--- config.mk ---
export PLATFORM = sky130hd
export DESIGN_NAME = muxn_rr_reg
export DESIGN_NICKNAME = d
export VERILOG_FILES = /design/src/rtl/muxn_rr_reg.sv
export SDC_FILE = /design/constraint.sdc
export NUM_CORES = 1
export LEC_CHECK = 0
export BUFFER_PORTS_ARGS = -buffer_cell sky130_fd_sc_hd__buf_2
export CAP_MARGIN = 30
export CORE_AREA = 2 2 131 133
export DETAILED_ROUTE_END_ITERATION = 7
export DIE_AREA = 0 0 133 135
export GPL_ROUTABILITY_DRIVEN = 1
export HOLD_SLACK_MARGIN = 0.03
export PLACE_DENSITY = 0.6
export SKIP_CTS_REPAIR_TIMING = 1
export SLEW_MARGIN = 20
export SYNTH_ARGS = -nofsm -noshare
export SYNTH_HDL_FRONTEND = slang
export SYNTH_SLANG_ARGS = --single-unit
export TNS_END_PERCENT = 1
--- constraint.sdc ---
create_clock -name clk -period 5.2 [get_ports clk]
set_clock_uncertainty 0.15 [all_clocks]
set_input_delay 0.52 -clock clk [delete_from_list [all_inputs] [get_ports clk]]
set_output_delay 0.52 -clock clk [all_outputs]
set_load 0.02 [all_outputs]
--- src/rtl/muxn_rr_reg.sv ---
// N-to-1 round-robin arbitrated mux with a one-entry registered output and valid/ready handshakes.
// Optional packet locking is enabled by defining MUXN_RR_LOCK_EN (adds the in_last port).
module muxn_rr_reg #(
  parameter int WIDTH = 64,
  parameter int N     = 4,
  parameter int SELW  = (N > 1) ? $clog2(N) : 1
) (
  input  logic                      clk,
  input  logic                      reset,
  input  logic [N-1:0]              in_valid,
  input  logic [N-1:0][WIDTH-1:0]   in_data,
`ifdef MUXN_RR_LOCK_EN
  input  logic [N-1:0]              in_last,
`endif
  output logic [N-1:0]              in_ready,
  output logic                      out_valid,
  input  logic                      out_ready,
  output logic [WIDTH-1:0]          out_data,
  output logic [SELW-1:0]           out_chan
);

  logic             out_valid_q, out_valid_d;
  logic [WIDTH-1:0] out_data_q,  out_data_d;
  logic [SELW-1:0]  out_chan_q,  out_chan_d;
  logic [SELW-1:0]  ptr_q,       ptr_d;
  logic [SELW-1:0]  ptr_nxt;
  logic             load;
  logic             gnt_vld;
  logic [SELW-1:0]  gnt_idx;
`ifdef MUXN_RR_LOCK_EN
  logic             lock_q, lock_d;
  logic [SELW-1:0]  lock_chan_q, lock_chan_d;
`endif

  assign load = !out_valid_q || out_ready;

  // Grant search starts at ptr and wraps explicitly, so N need not be a power of 2.
  always_comb begin
    int idx;
    gnt_vld = 1'b0;
    gnt_idx = '0;
    idx     = 0;
`ifdef MUXN_RR_LOCK_EN
    if (lock_q) begin
      gnt_vld = in_valid[lock_chan_q];
      gnt_idx = lock_chan_q;
    end else begin
`endif
      for (int k = 0; k < N; k++) begin
        idx = int'(ptr_q) + k;
        if (idx >= N) idx = idx - N;
        if (!gnt_vld && in_valid[idx]) begin
          gnt_vld = 1'b1;
          gnt_idx = SELW'(idx);
        end
      end
`ifdef MUXN_RR_LOCK_EN
    end
`endif
  end

  always_comb begin
    in_ready = '0;
    if (load && gnt_vld && !reset) in_ready[gnt_idx] = 1'b1;
  end

  assign ptr_nxt = (gnt_idx == SELW'(N - 1)) ? '0 : gnt_idx + SELW'(1);

  always_comb begin
    out_valid_d = out_valid_q;
    out_data_d  = out_data_q;
    out_chan_d  = out_chan_q;
    ptr_d       = ptr_q;
`ifdef MUXN_RR_LOCK_EN
    lock_d      = lock_q;
    lock_chan_d = lock_chan_q;
`endif
    if (load) begin
      if (gnt_vld) begin
        out_valid_d = 1'b1;
        out_data_d  = in_data[gnt_idx];
        out_chan_d  = gnt_idx;
`ifdef MUXN_RR_LOCK_EN
        // The pointer only advances on the word that closes a packet.
        if (in_last[gnt_idx]) begin
          ptr_d  = ptr_nxt;
          lock_d = 1'b0;
        end else begin
          lock_d      = 1'b1;
          lock_chan_d = gnt_idx;
        end
`else
        ptr_d = ptr_nxt;
`endif
      end else begin
        out_valid_d = 1'b0;
      end
    end
  end

  always_ff @(posedge clk) begin
    if (reset) begin
      out_valid_q <= 1'b0;
      out_data_q  <= '0;
      out_chan_q  <= '0;
      ptr_q       <= '0;
`ifdef MUXN_RR_LOCK_EN
      lock_q      <= 1'b0;
      lock_chan_q <= '0;
`endif
    end else begin
      out_valid_q <= out_valid_d;
      out_data_q  <= out_data_d;
      out_chan_q  <= out_chan_d;
      ptr_q       <= ptr_d;
`ifdef MUXN_RR_LOCK_EN
      lock_q      <= lock_d;
      lock_chan_q <= lock_chan_d;
`endif
    end
  end

  assign out_valid = out_valid_q;
  assign out_data  = out_data_q;
  assign out_chan  = out_chan_q;

endmodule
[After elaboration in Yosys (flattened, before gate mapping)]
Cells that the tools add are included.
Word-level totals
  flip-flop bits (word level): 69
  input port bits: 263
  output and inout bits: 71
  logic and storage cells: 67
Cells by class
  $add $sub $neg: 8
  $lt $le $gt $ge: 10
  eq/ne operators: 1
  muxes and demuxes: 31
  reductions and logical operators: 13
Operators with widths (number)
  $bmux W64 S2: 1
  $lt A32 B4 Y1 const B: 4
  $mux W32: 4
  $mux W64: 1
  $mux W1: 14
  $sub A3 B3 Y4 const B: 3
  $mux W2: 5
  $ge A3 B3 Y1 const B: 3
  $bmux W1 S2: 4
  $add A2 B2 Y3 const B: 2
  $logic_and A1 B1 Y1: 6
  $logic_not A1 Y1: 5
  $mux W4: 1
  $sub A2 B3 Y4 const B: 1
  $add A2 B1 Y3 const B: 1
  $ge A2 B3 Y1 const B: 1
  $lt A2 B3 Y1 const B: 1
  $add A2 B1 Y2 const B: 1
  $demux W1 S2: 1
  $eq A2 B2 Y1 const B: 1
  $ge A2 B1 Y1 const B: 1
  $reduce_and A2 Y1: 1
  $logic_or A1 B1 Y1: 1

[Logic depth before layout (Yosys ltp)]
Gate-level depths: netlist of the first run.
  depth in word-level cells: 20
  gate-level depth with buffers: 8
  gate-level depth less buffers: 6

[Worst setup path after synthesis of the first run]
Ideal clock, no wire load.
  kind: input -> output
  from: input port in_valid[2]
  to: output port in_ready[2]
  arrival time: 1812 ps
  data required time: 4530 ps
  path slack: 2718 ps
  cell stages on the path: 7
  buffers on the path: 2
  cell sequence: or4_1 nand2_1 a311o_1 or2_1 buf_6 buf_6 inv_1
On the way
  longest elaborated chain between the ends: 18
  elaborated cells on any way between the ends: 34
  those cells by class: order compare (2); mux (23); reduce/logical (9)
RTL lines
  start, declared: line 10  | input logic [N-1:0] in_valid,
  $bmux W1 S2: line 52  | if (!gnt_vld && in_valid[idx]) begin
  $mux W1 (not written as such) (2 in series): line 52
  $mux W1: line 52
  $logic_not A1 Y1: line 52
  $logic_and A1 B1 Y1: line 52
  $mux W1: line 52
  $logic_not A1 Y1: line 52
  $logic_and A1 B1 Y1: line 52
  $mux W1: line 52
  $logic_not A1 Y1: line 52
  $logic_and A1 B1 Y1: line 52
  $mux W2: line 52
  $lt A2 B3 Y1 (not written as such) or $ge A2 B1 Y1 (tied branches): line 64  | if (load && gnt_vld && !reset) in_ready[gnt_idx] = 1'b1;
  $logic_and A1 B1 Y1 (not written as such): line 64
  $mux W1 (not written as such): line 64
  $demux W1 S2: line 64
  $mux W4 (*): line 64
  end, declared: line 15  | output logic [N-1:0] in_ready,
Mark *: on every way between the ends. The rest lies on a longest branch, timed or not. The select of a mux whose other input is x is not followed.

[Worst setup path after layout of the first run]
Ends and elaborated chain as after synthesis.

==> metrics.txt, run 1 <==
outcome=finished, final reports clean; routed wire length=14.4 mm; Layout fillers=1,614; GPL Wtd Cong=0.791; GRT overflow=0; # diodes=0; Routed Antenna Nets=0; crit path launch type=primary input; post-DR wirelength/cell=15.2 um; Netlist cell types=36; first-pass GRT wire length=22.0 mm; Final min period=3.04 ns; Syn Area/Cell=11.1 sq um; First DRT Iteration DRCs=119; CORE AREA=0.0164 sq mm; CTS tree=built; clk sinks=69; yosys warns=0; crit path buf inv count=3; post-synthesis register bit count=69; Cell Area, Synth=0.00449 sq mm; CP max stage delay=0.58 ns; post-DP HPWL=11.4 mm; CTS Buf Count=9; Top Family by Delay on Critical Path=simple AND/OR/NAND/NOR gates; clk root buf=clkbuf_16; slew margin rel.=49.9%; fin util=40.0%; setup TNS=0 ns; drt drc=0; DR vias/cell=4.60; RR Startpoint=ptr_q[0]; crit-path cells=buf_2 -> or4_1 -> nand2_1 -> a311o_1 -> or2_4 -> inv_1 -> buf_2; fraction of layout cells with a size suffix above 1=65.0%; Max H-tree Level=3; commonest cells after routing, fill and taps aside=333 x buf_2, 69 x dfxtp_1, 68 x inv_1, 64 x mux2i_1, 59 x o221ai_2; Register-to-Register Path Depth=6; Setup CP Type=primary input to output port; Finish-stage setup viols=0; Req. time, crit path=4.53 ns; Clk pin slew, worst setup/hold paths=0.06 ns; final slew viol count=0; final net count=987; Tightest Pin Transition=0.746 ns; Worst path slowest cell=or2_4; Worst R2R End=out_data[2]; register-to-register setup slack=2.60 ns; Setup crit start=in_valid[2]; Clk Latency, worst-skew pair=0.34 ns; final hold violations=0; Mapped Cells=404; vias in the first global route=4,429; # IOs=334; period utilization=58.4%; port buffer count=333; Lkg Pwr=3.34 nW; Seq/Total Area, Yosys=30.8%; die width=133 um; Pwr Density=301 mW/mm^2; syn_nets=668; DP Cell Count=932; most used cell, CP=buf_2; CP Depth=7; TritonRoute pass-1 iters=4; Critical Path End=in_ready[2]; initial antenna violation count=0; max_cap viols=0; area delta synth->final=46.3%; Finished Layout Cells=948; largest net degree at the start of global routing=40; RSZ-0062 raised after global routing=false; FP Rows=47; Worst VDD drop=0.000132 V; Die ar.=0.0180 sq mm; via count=4,365; Crit path arrival time=2.37 ns; HP Class=primary input to register; Max Fanout on Critical Path=39; initial core utilization=27.3%; most common cell after layout, fill and taps aside=buf_2; chip height=135 um; CTS Buffer Depth=2; total track usage=15.5%; FMAX=329 MHz; Critical Path End Type=output port
-- routing by layer --
layer / global-route usage (%) / routed length [um] / vias up
li1: - / - / 2181
met5: 0 / 0 / -
met3: 3.04 / 930 / 18
met1: 18.8 / 5990 / 1984
met2: 26.9 / 7170 / 182
met4: 6.21 / 276 / 0
-- area by class of cell --
class	instances	area [sq um]	share of cell area [%]
repair buffers	343	1790	27.2
clock buffers	10	229	3.49
inverters	69	259	3.95
clock inverters	6	63.8	0.972
flip-flops and latches	69	1380	21.0
well taps	220	275	4.19
multi-input cells	231	2570	39.1
-- flip-flops by register name, summed over array words and instances (netlist names) --
name and flops:
out_data 64, ptr_q 2, out_valid 1, out_chan 2
-- worst min path at each step --
stage,start,endpoint,slack (ns),depth (start not counted)
floorplan,ptr_q[1],ptr_q[1],0.38,2
finish,in_data[202],out_data[10],0.26,3
global route,in_data[237],out_data[45],0.26,3
global placement,out_chan[0],out_chan[0],0.31,2
detailed placement,out_chan[0],out_chan[0],0.30,2
CTS,in_data[208],out_data[16],0.24,3
-- Yosys cell counts --
cell type   n  area, sq um
dfxtp_1    69         1380
inv_1      68          255
mux2i_1    64          641
o221ai_2   59          886
a22oi_2    50          626
buf_6      15          169
a22oi_1    14          105
buf_4      11         82.6
buf_2       7         35.0
nand2_1     6         22.5
nor2_1      6         22.5
o221ai_1    5         43.8
a21oi_1     3         15.0
nor2b_1     3         18.8
clkbuf_1    2         7.51
nand2b_1    2         12.5
a211oi_1    1         7.51
a21boi_1    1         7.51
a311o_1     1         10.0
a31oi_1     1         6.26
and2_1      1         6.26
and2b_1     1         7.51
and3_1      1         6.26
ha_1        1         12.5
inv_2       1         3.75
nand3_2     1         10.0
nand3b_1    1         7.51
nor2_8      1         20.0
nor4_1      1         6.26
o211a_1     1         10.0
o21ai_0     1         5.00
o21ai_1     1         5.00
o21bai_1    1         7.51
o32a_2      1         11.3
or2_1       1         6.26
or4_1       1         7.51
-- power by group --
part	switching [mW]	internal, mW
combinational	0.391	0.302
clock	0.236	0.370
sequential	0.0589	0.618
-- tightest hold or removal path, stage by stage --
cell and delay, ns:
buf_2 0.08, a22oi_2 0.07, o221ai_2 0.05
-- metrics by stage --
| step | power [mW] | setup slack, ns | hold WS (ns) | instance area (sq um) |
|---|---|---|---|---|
| 2_1_floorplan | 1.14 | 2.72 | 0.375 | 4490 |
| 3_3_place_gp | 1.38 | 2.08 | 0.307 | 6220 |
| 3_5_place_dp | 1.39 | 2.07 | 0.296 | 6270 |
| 4_1_cts | 2.01 | 2.13 | 0.244 | 6560 |
| 5_1_grt | 2.08 | 2.00 | 0.256 | 6560 |
| 6_report | 1.98 | 2.16 | 0.262 | 6560 |
-- cell families (layout without fill, tap and decap cells) --
| group | after synthesis | count (layout) | share of synthesized area [%] |
|---|---|---|---|
| and+or+nand+nor | 26 | 26 | 3.43 |
| buffers and inverters | 104 | 428 | 12.3 |
| AOI/OAI and AO/OA | 140 | 140 | 38.9 |
| DFF | 69 | 69 | 30.8 |
| muxes | 64 | 64 | 14.3 |
| adders and majority gates | 1 | 1 | 0.279 |
Note: power is estimated with default switching activity, not from simulation.
==> inputs of run 2 (changes only) <==
- CORE_AREA: 2 2 131 133 -> 2 2 128 130
- DIE_AREA: 0 0 133 135 -> 0 0 130 132
- PLACE_DENSITY: 0.6 -> 0.62
- clock period: 5.2 -> 3.1 ns (I/O delays scaled with it)
==> metrics.txt, run 2 (synthesized netlist as in run 1, its figures left out) <==
outcome=finished, final reports clean; final slew viol count=0 (unchanged); Tightest Pin Transition=0.596 ns (-0.149 ns); Clk Latency, worst-skew pair=0.33 ns (about the same); Req. time, crit path=2.64 ns (-1.89 ns); max reg flops=64 (unchanged); GPL Wtd Cong=0.815 (+3.1%); crit path launch type=register; crit-path cells=a21boi_1 -> o32a_2 -> inv_2 -> or2_4 -> inv_1 -> buf_2; CORE AREA=0.0157 sq mm (-4.2%); Worst path slowest cell=dfxtp_1; initial core utilization=28.6% (+1.2 points); via count=4,414 (+1.1%); drt drc=0 (unchanged); fraction of layout cells with a size suffix above 1=65.2% (+0.19 points); vias in the first global route=4,385 (-0.99%); Routed Antenna Nets=0 (unchanged); chip height=132 um (-2.2%); max_cap viols=0 (unchanged); Register-to-Register Path Depth=6 (unchanged); Finish-stage setup viols=0 (unchanged); CP max stage delay=0.44 ns (-0.14 ns); CTS Buffer Depth=2 (unchanged); Setup CP Type=register to output port; Max H-tree Level=3 (unchanged); RR Startpoint=ptr_q[1]; CTS tree=built; final net count=988 (+0.10%); final hold slack=0.0529 ns (-0.209 ns); Worst R2R End=out_data[3]; FP Rows=46 (-2.1%); HP Class=primary input to register; first-pass GRT wire length=21.5 mm (-2.3%); crit path buf inv count=3 (unchanged); register-to-register setup slack=0.89 ns (-1.71 ns); Total Power=3.50 mW (+77%); post-DP HPWL=11.3 mm (-1.1%); FMAX=409 MHz; clk sinks=69 (unchanged); clk root buf=clkbuf_16; Die ar.=0.0172 sq mm (-4.4%); post-DR wirelength/cell=15.0 um (-0.92%); period utilization=78.9%; final hold violations=0 (unchanged); commonest cells after routing, fill and taps aside=333 x buf_2, 69 x dfxtp_1, 68 x inv_1, 64 x mux2i_1, 59 x o221ai_2; area of the multi-input gates=0.00257 sq mm (unchanged); RSZ-0062 raised after global routing=false; Layout fillers=1,541 (-4.5%); Reg area=0.00138 sq mm (unchanged); Pwr Density=529 mW/mm^2 (+76%); Critical Path End Type=output port; total track usage=15.9% (+0.45 points); setup TNS=0 ns (unchanged); CP Depth=6 (-1); die width=130 um (-2.3%); Worst VDD drop=0.000230 V (+74%); area delta synth->final=47.4%; most common cell after layout, fill and taps aside=buf_2; Max Fanout on Critical Path=21 (-46%); largest net degree at the start of global routing=36 (-10%); CTS Buf Count=9 (unchanged); slew margin rel.=60.3% (+10 points); # diodes=0 (unchanged); Final min period=2.45 ns; port buffer count=333 (unchanged); First DRT Iteration DRCs=123 (+3.4%); Crit path arrival time=1.99 ns (-0.38 ns); GRT overflow=0 (unchanged); # IOs=334 (unchanged); Critical Path End=in_ready[2]; routed wire length=14.2 mm (-1.2%); Clk pin slew, worst setup/hold paths=0.06 ns (about the same); TritonRoute pass-1 iters=5 (+1); initial antenna violation count=0 (unchanged); Setup crit start=ptr_q[1]; Top Family by Delay on Critical Path=compound AO/OA/AOI/OAI gates; DR vias/cell=4.67 (+1.4%); Lkg Pwr=3.37 nW (+0.92%)
run 2: final cells by class:
| cell class | instances | area share, % |
|---|---|---|
| clock inverter | 6 | 1.66 |
| timing repair buffer | 344 | 27.0 |
| tap | 216 | 4.09 |
| sequential | 69 | 20.9 |
| inverter | 69 | 3.92 |
| clock buffer | 10 | 3.61 |
| multi-input combinational | 231 | 38.8 |
run 2: worst min path at each step:
| stage | endpoint | slack, ns | cells after the start | startpoint |
|---|---|---|---|---|
| 2_1_floorplan | out_data[10] | 0.30 | 2 | in_data[202] |
| 5_1_grt | out_data[53] | 0.04 | 3 | in_data[245] |
| 4_1_cts | out_data[35] | 0.03 | 3 | in_data[227] |
| 3_5_place_dp | out_chan[0] | 0.30 | 2 | out_chan[0] |
| 6_report | out_data[7] | 0.05 | 3 | in_data[199] |
| 3_3_place_gp | out_data[14] | 0.31 | 2 | out_data[14] |
run 2: power breakdown:
| part | internal [mW] | leakage (nW) | switching [mW] |
|---|---|---|---|
| clock network | 0.806 | 0.165 | 0.398 |
| logic | 0.508 | 2.63 | 0.652 |
| registers | 1.04 | 0.571 | 0.0991 |
| total | 2.35 | 3.37 | 1.15 |
run 2: metrics by stage:
step | instances | area, sq um | setup slack [ns] | utilization [%]
3_3_place_gp | 929 | 6270 | 0.648 | 39.9
5_1_grt | 945 | 6620 | 0.478 | 42.1
6_report | 945 | 6620 | 0.653 | 42.1
3_5_place_dp | 929 | 6270 | 0.614 | 39.9
2_1_floorplan | 404 | 4490 | 1.01 | -
4_1_cts | 945 | 6620 | 0.631 | 42.1
run 2: tightest hold or removal path: cells and delay by family:
family	cells	cell delay, ns
buf+inv	1	0.08
compound gates	2	0.11
run 2: per-layer routing:
layer | global-route usage [%] | wire length, um | up-vias
met5 | 0 | 0 | -
met4 | 4.42 | 189 | 0
met3 | 4.59 | 1180 | 13
met2 | 27.8 | 7030 | 208
met1 | 18.8 | 5790 | 2001
li1 | - | - | 2192
